$ cat config.mk
export PLATFORM = sky130hd
export DESIGN_NAME = ts_serial_tx_flat
export DESIGN_NICKNAME = d
export VERILOG_FILES = /design/src/rtl/ts_serial_tx_if.sv /design/src/rtl/ts_serial_tx.sv /design/src/flat_wrapper.sv
export SDC_FILE = /design/constraint.sdc
export NUM_CORES = 1
export LEC_CHECK = 0
export BUFFER_PORTS_ARGS = -buffer_cell sky130_fd_sc_hd__clkbuf_2
export CAP_MARGIN = 5
export CORE_MARGIN = 2
export CORE_UTILIZATION = 62
export CTS_CLUSTER_SIZE = 12
export DETAILED_ROUTE_END_ITERATION = 10
export GPL_TIMING_DRIVEN = 0
export PLACE_DENSITY = 0.85
export SLEW_MARGIN = 15
export SYNTH_ARGS = -nofsm -noshare
export SYNTH_HDL_FRONTEND = slang
export SYNTH_SLANG_ARGS = --single-unit
$ cat constraint.sdc
create_clock -name clk -period 3.7 [get_ports clk]
set_input_delay 0.555 -clock clk [delete_from_list [all_inputs] [get_ports clk]]
set_output_delay 0.555 -clock clk [all_outputs]
set_load 0.02 [all_outputs]
$ cat src/rtl/ts_serial_tx_if.sv
// Byte-stream input bus for the serial TS transmitter.
// Ports/signals:
//   in_data  - packet byte
//   in_valid - in_data valid
//   in_sop   - byte is first of a packet
//   in_ready - byte accepted when in_valid && in_ready at posedge
// master: byte source, slave: transmitter.
interface ts_serial_tx_if;
  logic [7:0] in_data;
  logic       in_valid;
  logic       in_sop;
  logic       in_ready;

  modport master (output in_data, output in_valid, output in_sop, input in_ready);
  modport slave  (input in_data, input in_valid, input in_sop, output in_ready);
endinterface

$ cat src/rtl/ts_serial_tx.sv
// Serial MPEG-TS transmitter: turns 188-byte packets from a valid/ready byte
// stream into a 1-bit serial TS bus (clock, data, valid, start), MSB first.
// Ports:
//   clk, reset_n  - system clock, async active-low reset
//   enable        - start new packets while high
//   in_if         - byte input bus (data/valid/sop/ready)
//   ts_clk        - serial clock, falls when ts_* change
//   ts_data       - serial data
//   ts_valid      - ts_data carries packet data
//   ts_start      - high during bit 7 of the sync byte
//   pkt_count     - packets fully sent, wraps
//   sync_err      - one-cycle pulse per discarded byte
module ts_serial_tx #(
  parameter int unsigned CLK_DIV  = 4,
  parameter int unsigned PKT_LEN  = 188,
  parameter int unsigned GAP_BITS = 8
) (
  input  logic          clk,
  input  logic          reset_n,
  input  logic          enable,
  ts_serial_tx_if.slave in_if,
  output logic          ts_clk,
  output logic          ts_data,
  output logic          ts_valid,
  output logic          ts_start,
  output logic [15:0]   pkt_count,
  output logic          sync_err
);
  localparam int unsigned DIV_W = (CLK_DIV > 1) ? $clog2(CLK_DIV) : 1;
  localparam int unsigned IDX_W = $clog2(PKT_LEN);
  localparam int unsigned GAP_W = (GAP_BITS > 1) ? $clog2(GAP_BITS) : 1;
  localparam logic [DIV_W-1:0] DIV_LAST = DIV_W'(CLK_DIV - 1);
  localparam logic [DIV_W-1:0] DIV_HALF = DIV_W'(CLK_DIV / 2);
  localparam logic [IDX_W-1:0] LAST_IDX = IDX_W'(PKT_LEN - 1);
  localparam logic [GAP_W-1:0] GAP_LAST = GAP_W'(GAP_BITS - 1);

  typedef enum logic [1:0] {IDLE, SHIFT, GAP} state_t;

  state_t           state_q, state_nx;
  logic [DIV_W-1:0] div_q, div_nx;
  logic             tick;
  logic [7:0]       sh_q, sh_nx;
  logic [2:0]       bits_q, bits_nx;     // bits still to send from sh_q
  logic [IDX_W-1:0] idx_q, idx_nx;
  logic [GAP_W-1:0] gap_q, gap_nx;
  logic [7:0]       hold_q, hold_nx;
  logic             hold_full_q, hold_full_nx;
  logic             hold_start_q, hold_start_nx;
  logic             ready_q, ready_nx;
  logic             accept, load;
  logic             ts_clk_nx, ts_data_nx, ts_valid_nx, ts_start_nx, sync_err_nx;
  logic [15:0]      pkt_count_nx;

  assign in_if.in_ready = ready_q;
  assign accept = in_if.in_valid && ready_q;
  assign tick   = (div_q == DIV_LAST);
  assign div_nx = tick ? '0 : div_q + DIV_W'(1);

  // State register
  always_ff @(posedge clk or negedge reset_n) begin
    if (!reset_n) state_q <= IDLE;
    else          state_q <= state_nx;
  end

  // Next-state logic
  always_comb begin
    state_nx = state_q;
    case (state_q)
      IDLE:    if (tick && hold_full_q && hold_start_q && enable) state_nx = SHIFT;
      SHIFT:   if (tick && bits_q == 3'd1 && idx_q == LAST_IDX) state_nx = GAP;
      GAP:     if (tick && gap_q == GAP_LAST) state_nx = IDLE;
      default: state_nx = IDLE;
    endcase
  end

  // Datapath and output next values
  always_comb begin
    sh_nx         = sh_q;
    bits_nx       = bits_q;
    idx_nx        = idx_q;
    gap_nx        = gap_q;
    hold_nx       = hold_q;
    hold_full_nx  = hold_full_q;
    hold_start_nx = hold_start_q;
    ts_data_nx    = ts_data;
    ts_valid_nx   = ts_valid;
    ts_start_nx   = ts_start;
    pkt_count_nx  = pkt_count;
    sync_err_nx   = 1'b0;
    load          = 1'b0;
    ts_clk_nx     = (div_nx >= DIV_HALF);

    if (tick) begin
      case (state_q)
        IDLE: begin
          ts_data_nx  = 1'b0;
          ts_valid_nx = 1'b0;
          ts_start_nx = 1'b0;
          if (state_nx == SHIFT) begin
            load        = 1'b1;
            idx_nx      = '0;
            ts_start_nx = 1'b1;
          end
        end
        SHIFT: begin
          ts_start_nx = 1'b0;
          if (bits_q != 3'd0) begin
            ts_data_nx  = sh_q[7];
            ts_valid_nx = 1'b1;
            sh_nx       = {sh_q[6:0], 1'b0};
            bits_nx     = bits_q - 3'd1;
            if (state_nx == GAP) begin
              pkt_count_nx = pkt_count + 16'd1;
              gap_nx       = '0;
            end
          end else if (hold_full_q) begin
            load   = 1'b1;
            idx_nx = idx_q + IDX_W'(1);
          end else begin
            // Underrun: idle this bit period and retry the boundary next tick
            ts_data_nx  = 1'b0;
            ts_valid_nx = 1'b0;
          end
        end
        default: begin
          ts_data_nx  = 1'b0;
          ts_valid_nx = 1'b0;
          ts_start_nx = 1'b0;
          gap_nx      = gap_q + GAP_W'(1);
        end
      endcase
    end

    // A loaded byte puts its MSB on the wire in the same tick
    if (load) begin
      ts_data_nx   = hold_q[7];
      ts_valid_nx  = 1'b1;
      sh_nx        = {hold_q[6:0], 1'b0};
      bits_nx      = 3'd7;
      hold_full_nx = 1'b0;
    end

    // A byte left over from the gap that is not a packet start is dropped in IDLE
    if (state_q == IDLE && hold_full_q && !hold_start_q) begin
      hold_full_nx = 1'b0;
      sync_err_nx  = 1'b1;
    end

    if (accept) begin
      if (state_q == IDLE && !(in_if.in_sop && in_if.in_data == 8'h47)) begin
        sync_err_nx = 1'b1;
      end else begin
        hold_nx       = in_if.in_data;
        hold_full_nx  = 1'b1;
        hold_start_nx = in_if.in_sop && (in_if.in_data == 8'h47);
      end
    end

    ready_nx = !hold_full_nx && (state_nx != IDLE || enable);
  end

  // Datapath and output registers
  always_ff @(posedge clk or negedge reset_n) begin
    if (!reset_n) begin
      div_q        <= '0;
      sh_q         <= '0;
      bits_q       <= '0;
      idx_q        <= '0;
      gap_q        <= '0;
      hold_q       <= '0;
      hold_full_q  <= 1'b0;
      hold_start_q <= 1'b0;
      ready_q      <= 1'b0;
      ts_clk       <= 1'b0;
      ts_data      <= 1'b0;
      ts_valid     <= 1'b0;
      ts_start     <= 1'b0;
      pkt_count    <= '0;
      sync_err     <= 1'b0;
    end else begin
      div_q        <= div_nx;
      sh_q         <= sh_nx;
      bits_q       <= bits_nx;
      idx_q        <= idx_nx;
      gap_q        <= gap_nx;
      hold_q       <= hold_nx;
      hold_full_q  <= hold_full_nx;
      hold_start_q <= hold_start_nx;
      ready_q      <= ready_nx;
      ts_clk       <= ts_clk_nx;
      ts_data      <= ts_data_nx;
      ts_valid     <= ts_valid_nx;
      ts_start     <= ts_start_nx;
      pkt_count    <= pkt_count_nx;
      sync_err     <= sync_err_nx;
    end
  end
endmodule
$ cat src/flat_wrapper.sv
// flat-port wrapper written by rule: the top's interface ports become plain ports
module ts_serial_tx_flat 
#(
  parameter int unsigned CLK_DIV  = 4,
  parameter int unsigned PKT_LEN  = 188,
  parameter int unsigned GAP_BITS = 8
)
  (clk, reset_n, enable, ts_clk, ts_data, ts_valid, ts_start, pkt_count, sync_err, in_if_in_data, in_if_in_valid, in_if_in_sop, in_if_in_ready);
  ts_serial_tx_if in_if_i ();
  input  logic clk;
  input  logic reset_n;
  input  logic enable;
  output logic ts_clk;
  output logic ts_data;
  output logic ts_valid;
  output logic ts_start;
  output logic [15:0] pkt_count;
  output logic sync_err;
  input wire logic [$bits(in_if_i.in_data)-1:0] in_if_in_data;
  input wire logic [$bits(in_if_i.in_valid)-1:0] in_if_in_valid;
  input wire logic [$bits(in_if_i.in_sop)-1:0] in_if_in_sop;
  output wire logic [$bits(in_if_i.in_ready)-1:0] in_if_in_ready;
  assign in_if_i.in_data = in_if_in_data;
  assign in_if_i.in_valid = in_if_in_valid;
  assign in_if_i.in_sop = in_if_in_sop;
  assign in_if_in_ready = in_if_i.in_ready;
  ts_serial_tx #(.CLK_DIV(CLK_DIV), .PKT_LEN(PKT_LEN), .GAP_BITS(GAP_BITS)) u_core (.clk(clk), .reset_n(reset_n), .enable(enable), .in_if(in_if_i), .ts_clk(ts_clk), .ts_data(ts_data), .ts_valid(ts_valid), .ts_start(ts_start), .pkt_count(pkt_count), .sync_err(sync_err));
endmodule
==> metrics.cfg <==
[cells_and_area]
fillCellCount=311
final_cell_mix=56 x dfrtp_1, 33 x clkbuf_2, 24 x nand2_1
layout_commonest_cell=dfrtp_1
regArea_um2=1401
drive_above_1_share_pct=20.27
syn_to_final_growth_pct=12.25
final_cells=348
fin_nets=317
diodes=0
multi_input_area_um2=1250

[critical_path]
critPathRequiredTime_ns=3.90
r2r-start=u_core.div_q[1]$_DFF_PN0_
critPathTopFamily=simple AND/OR/NAND/NOR gates
path_max_fanout=10
r2r_end=u_core.pkt_count[13]$_DFFE_PN0P_
cp_cell_sequence=ha_1 -> buf_2 -> nand4_1 -> nor4_2 -> nand4_1 -> xnor2_1
reg2reg_setup_slack_ns=1.47
critPathLaunchType=flip-flop
slowest_stage=nor4_2
cp.depth=6
worst-path-buf-inv=1
crit_type=reg -> reg
worst-r2r-cell-count=6
slowest_delay_ns=0.66
cpMostUsedCell=nand4_1
crit_path_end_kind=flip-flop
cp.arrival_ns=2.44

[yosys]
syn_avg_cell_area_um2=10.77
synth.area.top_cells=dfrtp_1 51%, ha_1 4.1%, mux2_2 3.7%
ys_warn_count=0
yosys.cell_types.count=47
synth_top_area_share_pct=51.21
yosysSeqAreaShare_pct=51.21
netlist_instances=254
synth_adder_area_share_pct=4.115
synth_mux_area_share_pct=5.898
yosysTopAreaCell=dfrtp_1
synthesis.nets=276
ys.flop_type=dfrtp_1
synth_area_um2=2736
synthSimpleGateAreaFrac_pct=20.39
ys_async_sr_fraction_pct=100.0
synth_edf_count=0
synth_top_family_by_area=simple AND/OR/NAND/NOR gates
ys_ff_latch=56
synth_compound_area_share_pct=9.831
synthXorXnorAreaFrac_pct=5.441

[global_routing]
grt_overflow=0
track_usage_pct=24.42
grt_max_degree=57
antenna_found_initial=0
grt_pass1_wl_um=9570
grt_pass1_vias=2063

[floorplanning]
dieHeight_um=70.44
die_area_um2=4961
rows=24
start_util_pct=63.72
ios=35
dieWidth_um=70.44
core-area_um2=4294

[drt]
drtAntennaViolNets=0
wl_per_cell_um=16.22
drcViolationCount=0
drt-initial-drc-count=179
via_per_inst=6.109
firstDrtPassIters=4
vias=2126
wirelength_um=5643

[timing]
rsz0062_at_grt=no
fin_crit_sh_pct=60.36
clock.fmax_mhz=447.8
max_slew_margin_pct=46.69
fin_crit_ns=2.233
tns_ns=0
drv_slew=0
worst_pin_slew_ns=0.7935
setup-violations-final=0
fin_skew_ns=0.005275
final_hold_viol_count=0

[clock_tree]
cts.sinks=56
cts_tree=yes
clk_path_buf_depth=2
cts.clk_slew.worst_paths_ns=0.10
clock_latency_ns=0.31
h-tree-depth=2
cts-root-buf=clkbuf_8
ctsResizeCount=0
cts_setup_buffers=0
hold_buffers=0
cts_buffers=5

[place]
dp.cells=340
port_buffers=34
dp_hpwl_um=3987
place_congestion=0.8490

[power]
peakVddDrop_uv=364.4
power_density_nw_per_um2=480.6
p_leak_uw=0.001450

[min_path]
hold_class=in -> async

[status]
status=completed

[job]
maxCapViolCount=0

[metal layers]
layer	GRT usage, %	vias to the layer above	routed length, um
met1	31.74	1041	2520
met3	5.628	13	233
met4	9.829	0	118
met5	0	-	0
li1	-	1017	-
met2	39.52	55	2771
[cell type report]
type / count / area share [%]
flip-flops and latches: 56 / 45.62
multi-input cells: 180 / 40.69
repair buffers: 34 / 5.621
clock buffers: 6 / 2.688
well taps: 52 / 2.118
plain buffers: 7 / 1.426
inverters: 11 / 1.344
clock inverters: 2 / 0.4888
[where the power goes]
| group | switching, uW | internal [uW] |
|---|---|---|
| logic | 156 | 139 |
| registers | 92.1 | 734 |
| clock network | 203 | 152 |
| total | 451 | 1030 |
[cell families (layout without fill, tap and decap cells)]
kind of cell / Yosys count / count (layout)
multiplexers: 15 / 15
buffers and inverters: 18 / 60
AND/OR/NAND/NOR: 97 / 97
AO/OA/AOI/OAI: 42 / 42
XOR/XNOR: 17 / 17
flip-flops: 56 / 56
adder cells (fa/ha/maj): 9 / 9
[state kept, by name (all words and copies together), names as in the netlist]
signal / flops
u_core.sh_q: 7
u_core.hold_full_q: 1
u_core.hold_q: 8
u_core.sync_err: 1
u_core.hold_start_q: 1
u_core.in_if.in_ready: 1
u_core.ts_valid: 1
u_core.div_q: 2
u_core.state_q: 2
u_core.ts_data: 1
u_core.idx_q: 8
u_core.pkt_count: 16
u_core.ts_start: 1
u_core.gap_q: 3
u_core.bits_q: 3
[worst register-to-register path: cells and delay by family (launching register included)]
| kind | cells | cell delay [ns] |
|---|---|---|
| xor+xnor | 1 | 0.20 |
| simple gates | 3 | 1.10 |
| fa+ha+maj | 1 | 0.20 |
| buf+inv | 1 | 0.24 |
| flops | 1 | 0.39 |
[worst max-delay path by stage]
stage                                       from                               end  slack [ns]
global route           u_core.div_q[1]$_DFF_PN0_  u_core.pkt_count[13]$_DFFE_PN0P_        1.34
CTS                    u_core.div_q[1]$_DFF_PN0_  u_core.pkt_count[13]$_DFFE_PN0P_        1.51
finish                 u_core.div_q[1]$_DFF_PN0_  u_core.pkt_count[13]$_DFFE_PN0P_        1.47
global placement       u_core.div_q[1]$_DFF_PN0_  u_core.pkt_count[15]$_DFFE_PN0P_        1.54
detailed placement     u_core.div_q[1]$_DFF_PN0_  u_core.pkt_count[13]$_DFFE_PN0P_        1.52
floorplan           u_core.bits_q[0]$_DFFE_PN0P_       u_core.idx_q[2]$_DFFE_PN0P_        1.75
[metrics by stage]
step	area (um^2)	total power, uW	util (%)	worst slack, ns	hold slack [ns]
after floorplan	2736	1022	-	1.751	0.2594
after global placement	2972	1097	69.20	1.542	0.4419
after detailed placement	2974	1127	69.26	1.522	0.4435
after CTS	3072	1479	71.53	1.512	0.3482
after global routing	3072	1555	71.53	1.336	0.3897
final	3072	1476	71.53	1.467	0.3197
[cell usage after synthesis (all sizes together), types with 6 or more instances]
cell type,number
dfrtp,56
nand2,24
o21ai,20
nand3,12
inv,11
nand4,10
ha,9
mux2,9
nor3,9
xor2,9
nor2,8
xnor2,8
mux2i,6
o211ai,6
(Power assumes the default switching activity.)
